$ cat src/rtl/rd53_pix_pkg.sv
// Shared types and constants for the RD53 pixel ToT digitizer family.
package rd53_pix_pkg;

  localparam int DEF_TOT_W = 4;
  localparam int DEF_TS_W  = 9;
  // ToT code reserved for "no hit"; never emitted by a digitizer.
  localparam int TOT_NOHIT = 15;

  typedef enum logic [1:0] {
    SLOT_FREE = 2'd0,
    SLOT_MEAS = 2'd1,
    SLOT_WAIT = 2'd2,
    SLOT_TRIG = 2'd3
  } slot_state_e;

  // Hit buffer slot record at the default widths.
  typedef struct packed {
    slot_state_e           state;
    logic                  trig_seen;
    logic [DEF_TS_W-1:0]   bx;
    logic [DEF_TOT_W-1:0]  tot;
  } slot_t;

endpackage

$ cat src/rtl/rd53_sync_edge.sv
// N-flop synchronizer with registered level and rise/fall strobes.
// ACT_LOW inverts the pin so lvl is always the active-high logical state;
// the chain resets to the pin's idle value so no edge is seen at release.
module rd53_sync_edge #(
  parameter int STAGES  = 2,
  parameter bit ACT_LOW = 1'b1
) (
  input  logic clk,
  input  logic rst_b,
  input  logic din,
  output logic lvl,
  output logic lvl_q,
  output logic rise,
  output logic fall
);

  logic [STAGES-1:0] sync_pipe;

  // Synchronizer chain, idle value at reset.
  always_ff @(posedge clk or negedge rst_b) begin
    if (!rst_b) sync_pipe <= {STAGES{ACT_LOW}};
    else        sync_pipe <= {sync_pipe[STAGES-2:0], din};
  end

  assign lvl = sync_pipe[STAGES-1] ^ ACT_LOW;

  // Previous logical level, used for edge detection.
  always_ff @(posedge clk or negedge rst_b) begin
    if (!rst_b) lvl_q <= 1'b0;
    else        lvl_q <= lvl;
  end

  assign rise = lvl & ~lvl_q;
  assign fall = ~lvl & lvl_q;

endmodule

$ cat src/rtl/rd53_pix_tot_digitizer.sv
// Per-pixel ToT digitizer: synchronizes the discriminator, measures ToT,
// buffers hits with their leading-edge BX and emits triggered hits.
module rd53_pix_tot_digitizer
  import rd53_pix_pkg::*;
#(
  parameter int TOT_W       = DEF_TOT_W,
  parameter int TS_W        = DEF_TS_W,
  parameter int DEPTH       = 4,
  parameter int MAX_TOT     = 14,
  parameter int SYNC_STAGES = 2
) (
  input  logic             clk,
  input  logic             rst_b,
  input  logic             outdis,
  input  logic             pix_en,
  input  logic [TS_W-1:0]  bx_cnt,
  input  logic [TS_W-1:0]  latency,
  input  logic             trigger,
  output logic             hit_or,
  output logic             hit_valid,
  input  logic             hit_ready,
  output logic [TOT_W-1:0] hit_tot,
  output logic [TS_W-1:0]  hit_bx,
  output logic             ovf
);

  localparam int IDX_W = (DEPTH > 1) ? $clog2(DEPTH) : 1;
  // Saturation is clamped below the reserved no-hit code.
  localparam logic [TOT_W-1:0] TOT_SAT =
    (MAX_TOT < TOT_NOHIT) ? TOT_W'(MAX_TOT) : TOT_W'(TOT_NOHIT - 1);

  typedef struct packed {
    slot_state_e       state;
    logic              trig_seen;
    logic [TS_W-1:0]   bx;
    logic [TOT_W-1:0]  tot;
  } slot_rec_t;

  logic disc, disc_q, disc_rise, disc_fall;

  rd53_sync_edge #(.STAGES(SYNC_STAGES), .ACT_LOW(1'b1)) u_sync (
    .clk   (clk),
    .rst_b (rst_b),
    .din   (outdis),
    .lvl   (disc),
    .lvl_q (disc_q),
    .rise  (disc_rise),
    .fall  (disc_fall)
  );

  assign hit_or = disc_q;

  slot_rec_t [DEPTH-1:0] slots_q, slots_d;
  logic [DEPTH-1:0]      slot_exp;
  logic                  meas_on, meas_exp;
  logic [IDX_W-1:0]      meas_idx;
  logic [TOT_W-1:0]      meas_cnt;
  logic                  have_free, have_trig;
  logic [IDX_W-1:0]      free_idx, trig_idx;
  logic                  lead, alloc, trail, load;
  logic                  meas_exp_now, meas_decided, meas_trig;

  // Age of each slot's hit; modulo subtraction makes bx_cnt wrap transparent.
  for (genvar g = 0; g < DEPTH; g++) begin : g_age
    logic [TS_W-1:0] age;
    assign age         = bx_cnt - slots_q[g].bx;
    assign slot_exp[g] = (age == latency);
  end

  // Lowest-index FREE and TRIG slots.
  always_comb begin
    have_free = 1'b0;
    free_idx  = '0;
    have_trig = 1'b0;
    trig_idx  = '0;
    for (int i = DEPTH - 1; i >= 0; i--) begin
      if (slots_q[i].state == SLOT_FREE) begin
        have_free = 1'b1;
        free_idx  = IDX_W'(i);
      end
      if (slots_q[i].state == SLOT_TRIG) begin
        have_trig = 1'b1;
        trig_idx  = IDX_W'(i);
      end
    end
  end

  assign lead  = disc_rise & pix_en;
  assign alloc = lead & have_free;
  // Disabling the pixel mid-measurement closes the measurement early.
  assign trail = meas_on & (disc_fall | ~pix_en);
  assign load  = (~hit_valid | hit_ready) & have_trig;

  // The measuring slot expires at most once; the decision is latched until
  // the trailing edge.
  assign meas_exp_now = meas_on & ~meas_exp & slot_exp[meas_idx];
  assign meas_decided = meas_exp | meas_exp_now;
  assign meas_trig    = meas_exp ? slots_q[meas_idx].trig_seen : trigger;

  // Slot next-state: allocation, trailing edge, expiry and readout release.
  always_comb begin
    slots_d = slots_q;
    for (int i = 0; i < DEPTH; i++) begin
      case (slots_q[i].state)
        SLOT_FREE: begin
          if (alloc && free_idx == IDX_W'(i)) begin
            slots_d[i].state     = SLOT_MEAS;
            slots_d[i].trig_seen = 1'b0;
            slots_d[i].bx        = bx_cnt;
            slots_d[i].tot       = '0;
          end
        end
        SLOT_MEAS: begin
          if (trail) begin
            slots_d[i].tot       = meas_cnt;
            slots_d[i].trig_seen = meas_decided & meas_trig;
            slots_d[i].state     = !meas_decided ? SLOT_WAIT :
                                   (meas_trig ? SLOT_TRIG : SLOT_FREE);
          end else if (meas_exp_now) begin
            slots_d[i].trig_seen = trigger;
          end
        end
        SLOT_WAIT: begin
          if (slot_exp[i]) begin
            slots_d[i].trig_seen = trigger;
            slots_d[i].state     = trigger ? SLOT_TRIG : SLOT_FREE;
          end
        end
        SLOT_TRIG: begin
          if (load && trig_idx == IDX_W'(i)) slots_d[i].state = SLOT_FREE;
        end
        default: ;
      endcase
    end
  end

  // Slot state register.
  always_ff @(posedge clk or negedge rst_b) begin
    if (!rst_b) slots_q <= '0;
    else        slots_q <= slots_d;
  end

  // Measurement tracker: counter starts at 1 on the leading edge, saturates.
  always_ff @(posedge clk or negedge rst_b) begin
    if (!rst_b) begin
      meas_on  <= 1'b0;
      meas_exp <= 1'b0;
      meas_idx <= '0;
      meas_cnt <= '0;
    end else if (alloc) begin
      meas_on  <= 1'b1;
      meas_exp <= 1'b0;
      meas_idx <= free_idx;
      meas_cnt <= TOT_W'(1);
    end else if (trail) begin
      meas_on  <= 1'b0;
      meas_exp <= 1'b0;
    end else if (meas_on) begin
      if (disc && meas_cnt != TOT_SAT) meas_cnt <= meas_cnt + 1'b1;
      if (meas_exp_now)                meas_exp <= 1'b1;
    end
  end

  // Output register with valid/ready hold, plus overflow strobe.
  always_ff @(posedge clk or negedge rst_b) begin
    if (!rst_b) begin
      hit_valid <= 1'b0;
      hit_tot   <= '0;
      hit_bx    <= '0;
      ovf       <= 1'b0;
    end else begin
      ovf <= lead & ~have_free;
      if (!hit_valid || hit_ready) begin
        hit_valid <= have_trig;
        if (have_trig) begin
          hit_tot <= slots_q[trig_idx].tot;
          hit_bx  <= slots_q[trig_idx].bx;
        end
      end
    end
  end

endmodule

$ cat config.mk
export PLATFORM = sky130hd
export DESIGN_NAME = rd53_pix_tot_digitizer
export DESIGN_NICKNAME = d
export VERILOG_FILES = /design/src/rtl/rd53_pix_pkg.sv /design/src/rtl/rd53_sync_edge.sv /design/src/rtl/rd53_pix_tot_digitizer.sv
export SDC_FILE = /design/constraint.sdc
export NUM_CORES = 1
export LEC_CHECK = 0
export ABC_CLOCK_PERIOD_IN_PS = 3870
export BUFFER_PORTS_ARGS = -buffer_cell sky130_fd_sc_hd__buf_4
export CAP_MARGIN = 5
export CORE_MARGIN = 1
export CORE_UTILIZATION = 40
export CTS_BUF_LIST = sky130_fd_sc_hd__clkbuf_8 sky130_fd_sc_hd__clkbuf_16
export CTS_CLUSTER_DIAMETER = 200
export DETAILED_ROUTE_END_ITERATION = 12
export GPL_TIMING_DRIVEN = 0
export HOLD_SLACK_MARGIN = 0.12
export SETUP_SLACK_MARGIN = 0.3
export SYNTH_ARGS = -nofsm -noshare
export SYNTH_HDL_FRONTEND = slang
export SYNTH_SLANG_ARGS = --single-unit
$ cat constraint.sdc
create_clock -name clk -period 3.87 [get_ports clk]
set_clock_uncertainty 0.2 [all_clocks]
set_input_delay 0.774 -clock clk [delete_from_list [all_inputs] [get_ports clk]]
set_output_delay 0.774 -clock clk [all_outputs]
set_load 0.02 [all_outputs]
==> impl_metrics.py, run 1 <==
metrics = {
    "routing": {
        "ant_nets": 0,
        "wirelength_microns": 19600,
        "via_count": 5910,
        "avgRoutedWirePerCell_microns": 19.2,
        "viasPerCell": 5.80,
        "drc_errors": 0,
        "drt_iter0_drc": 494,
        "firstDrtPassIters": 8,
    },
    "clock_tree": {
        "clock-root-buffer": "clkbuf_16",
        "cts_tree": "done",
        "cts_inserted_buffers": 9,
        "cts.sinks": 90,
        "clockBufferDepth": 2,
        "clk_pin_slew_ns": 0.06,
        "cts_max_level": 3,
        "worstSkewPairLatency_ns": 0.36,
        "hold_buffers": 0,
    },
    "power_and_ir_drop": {
        "seqPwrFrac_pct": 24.9,
        "switching_share_pct": 46.6,
        "power.switching_w": 0.00307,
        "power_density_nw_per_um2": 827,
        "p_leak_nw": 3.45,
        "p_int_w": 0.00351,
        "p_comb_share_pct": 61.1,
        "pwr-share-clk_pct": 14.0,
        "peakVddDrop_uv": 365,
    },
    "placement": {
        "hpwl_microns": 14300,
        "place_ws_ns": -0.816,
        "io_buffer_count": 37,
        "place.gp.congestion": 0.985,
    },
    "worst_setup_path": {
        "critPathCaptureType": "register",
        "crit_path_start_kind": "input pin",
        "cp_data_required_time_ns": 3.91,
        "cp_max_fo": 6,
        "worstSetupPathType": "input pin to register",
        "crit_arrival_ns": 3.83,
    },
    "logic_synthesis": {
        "synthCells": 725,
        "yosysMostFrequentCell": "dfrtp_1",
        "synth_top_area_share_pct": 33.4,
        "synth_area_leaders": "dfrtp_1 (33%), ha_1 (11%), mux2_2 (5.8%)",
        "ys_seq_area_share_pct": 34.2,
        "synth_nets": 809,
        "synthesis.area_sq_um": 6590,
        "yosysTopAreaCell": "dfrtp_1",
        "synth-seq-cells": 90,
        "synth_common_cells": "dfrtp_1 (88), nand2_1 (69), a21oi_1 (56), ha_1 (56), o21ai_0 (54)",
        "synth_edf_count": 0,
        "yosysUniqueCellTypes": 64,
        "async_flop_share_pct": 100,
        "yosys_warnings": 0,
        "syn-mean-instance-area_sq_um": 9.09,
        "ys.flop_type": "dfrtp_1",
    },
    "floorplanning": {
        "die_w_microns": 130,
        "rows": 46,
        "top_level_ports": 40,
        "die-area_sq_um": 17000,
        "fp.dieH_microns": 130,
        "start_util_pct": 41.2,
        "coreArea_sq_um": 16000,
    },
    "grt": {
        "grt_pass1_wl_microns": 30000,
        "grt_use_total_pct": 23.4,
        "grt_pass1_vias": 5782,
        "grt_max_degree": 91,
        "overflow": 0,
        "antenna_found_initial": 0,
    },
    "cells_and_area": {
        "nNetsFinal": 882,
        "seq_area_sq_um": 2250,
        "antennaDiodeCount": 0,
        "multi_input_area_sq_um": 4320,
        "syn_to_final_growth_pct": 20.9,
        "nFillCells": 1497,
        "drive_above_1_share_pct": 21.0,
    },
    "timing": {
        "tns_ns": 0,
        "hold_violations": 0,
        "period_needed_ns": 3.79,
        "setup_viol": 0,
        "grt_setup_unrepaired": "yes",
        "worst_pin_slew_ns": 0.872,
        "min_period_over_period_pct": 98.0,
        "fin_ws_ns": 0.0758,
        "drv_slew": 0,
        "fmax_mhz": 264,
        "relSlewSlack_pct": 41.9,
    },
    "outcome": {
        "status": "complete, no violations",
    },
    "worst_hold_path": {
        "worstHoldPathType": "register to register",
    },
    "job": {
        "maxCapViolCount": 0,
    },
}
[sequential cells by signal, summed over array words and instances (netlist names)]
register / count
hit_bx: 9
ovf: 1
u_sync.lvl_q: 1
u_sync.sync_pipe: 2
meas_on: 1
hit_tot: 4
slots_q: 64
meas_cnt: 4
hit_valid: 1
meas_idx: 2
meas_exp: 1
[final cells by class]
class / count / share of cell area [%]
Buffer: 25 / 1.18
Inverter: 53 / 2.59
Multi-Input combinational cell: 557 / 54.2
Clock inverter: 6 / 0.832
Timing Repair Buffer: 62 / 6.47
Clock buffer: 10 / 3.00
Tap cell: 216 / 3.39
Sequential cell: 90 / 28.3
[repair_timing]
action,in CTS,in global routing
pin swaps,15,12
gates resized for setup,30,27
endpoints found under the setup margin,13,13
buffers inserted,14,10
[critical path, cell delays in order]
cell and delay (ns):
buf_8 0.08, clkinvlp_4 0.15, buf_6 0.16, ha_4 0.15, fa_2 0.53, xor2_1 0.13, nand2_1 0.11, nor4_4 0.31
or3b_1 0.39, o31ai_2 0.26, nand2_1 0.13, or3_4 0.36, mux2_4 0.30
[kinds of logic (layout without fill, tap and decap cells)]
logic type	Yosys count	in the layout	synth area share, %
AOI/OAI and AO/OA	208	208	20.7
xor gates and xnor gates	54	54	7.29
adders and majority gates	60	60	11.8
buffers and inverters	78	156	4.44
DFF	90	90	34.2
muxes	43	43	7.48
and+or+nand+nor	192	192	14.1
[placed cells by master, fill, tap and decap left out, drive strengths merged, types with 3 or more instances in the layout]
master,synthesis,layout
clkinvlp,0,4
xnor2,29,29
xor2,25,25
nor3,11,11
nor2,50,50
buf,0,62
nor2b,8,8
fa,4,4
a21oi,58,58
a31o,3,3
a21o,9,9
nand2b,4,4
a211oi,8,8
nand4,7,7
nand3,6,6
clkbuf,25,35
and2,6,6
ha,56,56
a31oi,6,6
dfrtp,88,88
o21a,3,3
nor4,7,7
a222oi,13,13
o31ai,3,3
a22oi,8,8
and3,8,8
mux2,37,37
nand3b,6,6
mux2i,5,5
inv,53,53
o31a,5,5
a21boi,4,4
nand2,69,69
o2111ai,10,10
o21ai,60,60
[power by group through the flow]
stage          clock, W  combinational (W)  sequential (W)
2_1_floorplan         0            0.00263         0.00165
3_3_place_gp          0            0.00355         0.00162
3_5_place_dp          0            0.00366         0.00165
4_1_cts        0.000942            0.00385         0.00164
5_1_grt        0.000982            0.00438         0.00169
6_report       0.000919            0.00403         0.00164
[path summary, 6_finish.rpt]
kind	from	end	slack, ns	cells past startpoint
max	bx_cnt[0]	slots_q[46]	0.08	13
min	u_sync.sync_pipe[0]	u_sync.sync_pipe[1]	0.16	0
max reg2reg	slots_q[53]	slots_q[30]	0.36	12
min reg2reg	u_sync.sync_pipe[0]	u_sync.sync_pipe[1]	0.16	0
max in group asynchronous	rst_b	u_sync.sync_pipe[0]	2.58	2
min in group asynchronous	rst_b	meas_cnt[0]	0.21	1
[stage by stage]
step           instance area (sq um)  util (%)  total power [W]  hold slack (ns)  std cells
2_1_floorplan                   6620         -          0.00428            0.145        725
3_3_place_gp                    7170      44.8          0.00517            0.150        978
3_5_place_dp                    7170      44.8          0.00531            0.151        978
4_1_cts                         7740      48.4          0.00643            0.160       1008
5_1_grt                         7970      49.8          0.00705            0.164       1019
6_report                        7970      49.8          0.00659            0.160       1019
[routing by layer]
metal  vias to the layer above  share of wire, %  wire length [microns]  GRT usage, %
met5                         -                 0                      0             0
met4                         0               3.2                    620          9.20
met3                        46               4.3                    842          3.98
met2                       176                51                   9940          41.3
met1                      2936                42                   8170          28.2
li1                       2752                 -                      -             -
No activity file was read; power rests on OpenSTA's default activity.
==> run 2: changes to the inputs <==
--- a/config.mk
+++ b/config.mk
@@ -15,7 +15,7 @@
 export DETAILED_ROUTE_END_ITERATION = 12
 export GPL_TIMING_DRIVEN = 0
 export HOLD_SLACK_MARGIN = 0.12
-export SETUP_SLACK_MARGIN = 0.3
+export SETUP_SLACK_MARGIN = 0.05
 export SYNTH_ARGS = -nofsm -noshare
 export SYNTH_HDL_FRONTEND = slang
 export SYNTH_SLANG_ARGS = --single-unit
==> impl_metrics.py, run 2 (synthesis gave the netlist of run 1 again) <==
metrics = {
    "worst_setup_path": {
        "cp_max_fo": 4,
        "cp_common_cell": "buf_4",
        "crit_path_start_kind": "input pin",
        "worstSetupPathType": "input pin to register",
        "slowest_delay_ns": 0.43,
        "slowest_stage": "fa_1",
        "worstPathCellList": "buf_4, clkinvlp_4, ha_1, fa_1, nand3b_1, a21oi_1, a2111oi_2, xnor2_1, nor4_4, buf_4, a22o_4, buf_4, o21ai_2, o21ai_1, mux2_1",
        "crit_arrival_ns": 3.79,
        "cp_data_required_time_ns": 3.91,
        "critPathCaptureType": "register",
    },
    "clock_tree": {
        "worstSkewPairLatency_ns": 0.36,
        "clock-root-buffer": "clkbuf_16",
        "cts_tree": "done",
        "clockBufferDepth": 2,
        "cts_inserted_buffers": 9,
        "cts_max_level": 3,
        "cts.sinks": 90,
        "hold_buffers": 0,
        "clk_pin_slew_ns": 0.06,
    },
    "timing": {
        "hold_slack_ns": 0.138,
        "relSlewSlack_pct": 44.6,
        "fmax_mhz": 267,
        "grt_setup_unrepaired": "yes",
        "drv_slew": 0,
        "period_needed_ns": 3.74,
        "min_period_over_period_pct": 96.7,
        "tns_ns": 0,
        "fin_ws_ns": 0.128,
        "hold_violations": 0,
        "worst_pin_slew_ns": 0.832,
        "setup_viol": 0,
    },
    "placement": {
        "hpwl_microns": 14100,
        "io_buffer_count": 37,
        "place.gp.congestion": 0.924,
        "post-place-cells": 978,
        "placed_cell_area_sq_um": 7140,
        "place_ws_ns": -1.23,
    },
    "grt": {
        "overflow": 0,
        "grt_use_total_pct": 22.8,
        "grt_pass1_wl_microns": 29200,
        "grt_max_degree": 91,
        "antenna_found_initial": 0,
        "grt_pass1_vias": 5849,
    },
    "floorplanning": {
        "fp.dieH_microns": 130,
        "die-area_sq_um": 17000,
        "die_w_microns": 130,
        "start_util_pct": 41.2,
        "rows": 46,
        "top_level_ports": 40,
        "coreArea_sq_um": 16000,
    },
    "cells_and_area": {
        "final_area_sq_um": 7720,
        "drive_above_1_share_pct": 17.5,
        "fin_cells": 1006,
        "nNetsFinal": 869,
        "antennaDiodeCount": 0,
        "top_register": "slots_q",
        "syn_to_final_growth_pct": 17.1,
        "final_common_cell": "dfrtp_1",
        "final_cell_mix": "dfrtp_1 (88), nand2_1 (69), a21oi_1 (54), o21ai_0 (54), ha_1 (54)",
        "reg_top3": "slots_q x64, hit_bx x9",
        "largest_reg_flops": 64,
    },
    "power_and_ir_drop": {
        "peakVddDrop_uv": 403,
        "p_leak_nw": 3.37,
        "power_density_nw_per_um2": 841,
    },
    "routing": {
        "via_count": 5819,
        "viasPerCell": 5.78,
        "wirelength_microns": 18700,
        "drt_iter0_drc": 395,
        "ant_nets": 0,
        "avgRoutedWirePerCell_microns": 18.6,
        "firstDrtPassIters": 5,
        "drc_errors": 0,
    },
    "job": {
        "maxCapViolCount": 0,
    },
    "outcome": {
        "status": "complete, no violations",
    },
    "worst_hold_path": {
        "worstHoldPathType": "input pin to async pin",
    },
}
==> run 2: critical path, delay by kind of cell <==
family,cells,cell delay (ns)
AND/OR/NAND/NOR,2,0.27
multiplexers,1,0.29
XOR/XNOR,1,0.30
buffers and inverters,4,0.56
AO/OA/AOI/OAI,5,0.93
adder cells (fa/ha/maj),2,0.67
==> run 2: power by group <==
part / switching [W] / total, W / internal [W]
combinational: 0.00224 / 0.00383 / 0.00159
clock: 0.000392 / 0.00102 / 0.000631
sequential: 0.000319 / 0.00164 / 0.00132
==> run 2: worst paths after layout <==
check / cells past startpoint / start / endpoint / slack (ns)
setup reg to reg: 13 / slots_q[4] / slots_q[30] / 0.40
hold / removal: 1 / rst_b / slots_q[20] / 0.14
max in group asynchronous: 2 / rst_b / u_sync.sync_pipe[1] / 2.63
hold reg to reg: 0 / u_sync.sync_pipe[0] / u_sync.sync_pipe[1] / 0.16
min in group clk: 0 / u_sync.sync_pipe[0] / u_sync.sync_pipe[1] / 0.16
setup / recovery: 15 / bx_cnt[0] / slots_q[30] / 0.13
==> run 2: metal layers <==
metal	vias up	routed length [microns]	global-route usage (%)
met5	-	0	0
met4	0	503	8.38
met3	44	836	4.76
met2	184	9390	41.0
met1	2865	7950	26.6
li1	2726	-	-
==> run 2: layout make-up <==
class / instances / area [sq um]
Fill cell: 1472 / 8280
Timing Repair Buffer: 49 / 388
Clock buffer: 9 / 225
Sequential cell: 90 / 2250
Inverter: 53 / 203
Buffer: 25 / 93.8
Clock inverter: 7 / 116
Tap cell: 216 / 270
Multi-Input combinational cell: 557 / 4170
==> run 2: timing repair <==
action,in CTS,in global routing
endpoints found under the setup margin,13,12
resized for setup,7,19
setup buffers,6,5
pin swaps,1,13
==> run 2: metrics by stage <==
| stage | util, % | power [W] |
|---|---|---|
| after global routing | 48.2 | 0.00696 |
| after floorplan | - | 0.00427 |
| after global placement | 44.6 | 0.00513 |
| after CTS | 47.3 | 0.00640 |
| after detailed placement | 44.6 | 0.00529 |
| final | 48.2 | 0.00649 |
==> run 3: changes to the inputs <==
--- a/config.mk
+++ b/config.mk
@@ -8,13 +8,13 @@
 export ABC_CLOCK_PERIOD_IN_PS = 3870
 export BUFFER_PORTS_ARGS = -buffer_cell sky130_fd_sc_hd__buf_4
 export CAP_MARGIN = 5
-export CORE_MARGIN = 1
-export CORE_UTILIZATION = 40
+export CORE_UTILIZATION = 25
 export CTS_BUF_LIST = sky130_fd_sc_hd__clkbuf_8 sky130_fd_sc_hd__clkbuf_16
 export CTS_CLUSTER_DIAMETER = 200
 export DETAILED_ROUTE_END_ITERATION = 12
 export GPL_TIMING_DRIVEN = 0
 export HOLD_SLACK_MARGIN = 0.12
+export REMOVE_ABC_BUFFERS = 1
 export SETUP_SLACK_MARGIN = 0.05
 export SYNTH_ARGS = -nofsm -noshare
 export SYNTH_HDL_FRONTEND = slang
==> impl_metrics.py, run 3 (synthesis gave the netlist of run 1 again) <==
metrics = {
    "worst_hold_path": {
        "worstHoldPathType": "register to register",
        "hp-start": "u_sync.sync_pipe[0]",
        "min_to": "u_sync.sync_pipe[1]",
        "min_path_cells": 0,
    },
    "grt": {
        "antenna_found_initial": 0,
        "grt_pass1_vias": 5307,
        "overflow": 0,
        "grt_pass1_wl_microns": 28700,
        "grt_use_total_pct": 13.9,
        "grt_max_degree": 91,
    },
    "clock_tree": {
        "cts.sinks": 90,
        "cts_max_level": 3,
        "worstSkewPairLatency_ns": 0.37,
        "clk_pin_slew_ns": 0.07,
        "clock-root-buffer": "clkbuf_16",
        "clockBufferDepth": 2,
        "cts_tree": "done",
        "hold_buffers": 0,
        "cts_inserted_buffers": 9,
    },
    "cells_and_area": {
        "drive_above_1_share_pct": 19.7,
        "largest_reg_flops": 64,
        "final_common_cell": "dfrtp_1",
        "nFillCells": 2757,
        "top_register": "slots_q",
        "antennaDiodeCount": 0,
        "reg_top3": "slots_q x64, hit_bx x9",
        "fin_util_pct": 30.4,
        "final_cell_mix": "dfrtp_1 (88), nand2_1 (68), a21oi_1 (54), ha_1 (54)",
        "nNetsFinal": 855,
        "syn_to_final_growth_pct": 19.9,
    },
    "timing": {
        "worst_pin_slew_ns": 0.857,
        "fmax_mhz": 269,
        "fin_ws_ns": 0.156,
        "grt_setup_unrepaired": "yes",
        "relSlewSlack_pct": 42.7,
        "hold_violations": 0,
        "min_period_over_period_pct": 96.0,
        "setup_viol": 0,
        "tns_ns": 0,
        "drv_slew": 0,
        "period_needed_ns": 3.71,
        "hold_slack_ns": 0.158,
    },
    "power_and_ir_drop": {
        "power_density_nw_per_um2": 819,
        "p_leak_nw": 3.40,
        "peakVddDrop_uv": 291,
        "power_w": 0.00647,
    },
    "floorplanning": {
        "die-area_sq_um": 27000,
        "rows": 59,
        "coreArea_sq_um": 26000,
        "start_util_pct": 25.4,
        "die_w_microns": 164,
        "top_level_ports": 40,
        "fp.dieH_microns": 164,
    },
    "placement": {
        "place_ws_ns": -1.10,
        "io_buffer_count": 39,
        "place.gp.congestion": 0.850,
        "hpwl_microns": 13600,
    },
    "worst_setup_path": {
        "crit_arrival_ns": 3.76,
        "cp_num_buf_inv": 4,
        "worst-r2r-cell-count": 11,
        "cp_max_fo": 6,
        "crit_path_start_kind": "input pin",
        "cp_common_cell": "buf_6",
        "r2r_start": "slots_q[4]",
        "worstSetupPathType": "input pin to register",
        "slowest_delay_ns": 0.53,
        "cpLargestDelayFamily": "adder cells",
        "r2r_setup_slack_ns": 0.39,
        "worstPathCellList": "buf_8, clkinvlp_4, buf_6, ha_1, fa_2, xnor2_1, nor2_1, o221ai_1, nor4_1, nor4b_4, buf_6, a22o_4, a21oi_2, a211oi_2, mux2_2",
        "slowest_stage": "fa_2",
        "crit_cells": 15,
        "reg2reg_to": "slots_q[14]",
        "critPathCaptureType": "register",
        "cp_data_required_time_ns": 3.91,
    },
    "routing": {
        "avgRoutedWirePerCell_microns": 16.6,
        "firstDrtPassIters": 6,
        "drc_errors": 0,
        "wirelength_microns": 18400,
        "viasPerCell": 4.99,
        "drt_iter0_drc": 550,
        "ant_nets": 0,
        "via_count": 5539,
    },
    "outcome": {
        "status": "complete, no violations",
    },
    "job": {
        "maxCapViolCount": 0,
    },
}
==> run 3: worst max-delay path by stage <==
| stage | startpoint | slack [ns] | to |
|---|---|---|---|
| 2_1_floorplan | bx_cnt[0] | 0.11 | slots_q[46] |
| 3_3_place_gp | bx_cnt[0] | -1.07 | slots_q[45] |
| 3_5_place_dp | bx_cnt[0] | -1.10 | slots_q[13] |
| 4_1_cts | bx_cnt[0] | 0.05 | slots_q[13] |
| 5_1_grt | bx_cnt[0] | 0.01 | slots_q[31] |
| 6_report | bx_cnt[0] | 0.16 | slots_q[45] |
==> run 3: routing by layer <==
| metal | vias up | track usage [%] | share of wire, % |
|---|---|---|---|
| met3 | 33 | 2.59 | 4.4 |
| met1 | 2664 | 18.0 | 45 |
| met5 | - | 0 | 0 |
| li1 | 2703 | - | - |
| met2 | 139 | 23.1 | 48 |
| met4 | 0 | 5.00 | 2.4 |
==> run 3: power breakdown <==
group          switching, W  internal (W)
Combinational       0.00220       0.00168
Sequential         0.000328       0.00132
Clock              0.000437      0.000510
Total               0.00296       0.00351
==> run 3: through the flow <==
step           cells  cell area, sq um
2_1_floorplan    700              6500
3_3_place_gp    1074              7210
3_5_place_dp    1078              7270
4_1_cts         1100              7660
5_1_grt         1111              7900
6_report        1111              7900
==> run 3: worst register-to-register path, stage by stage (launching register included) <==
cell	delay (ns)
dfrtp_1	0.45
ha_4	0.19
fa_2	0.36
nand3b_1	0.23
and3_4	0.19
nor4_4	0.28
o211ai_1	0.18
nor4_4	0.39
buf_4	0.20
o21ai_1	0.08
a211o_1	0.29
mux2_1	0.32
==> run 3: layout make-up <==
cell class                 instances  area [sq um]  area share, %
inverter                          53           206           2.61
tap                              335           419           5.30
multi-input combinational        557          4220           53.4
clock buffer                       9           225           2.85
sequential                        90          2250           28.5
timing repair buffer              60           504           6.38
clock inverter                     7          76.3          0.966
==> run 3: repair_timing <==
item,CTS,global route
resized for setup,8,28
pin swaps,2,21
setup endpoints to repair,13,12
setup buffers,6,10
cloned,0,0
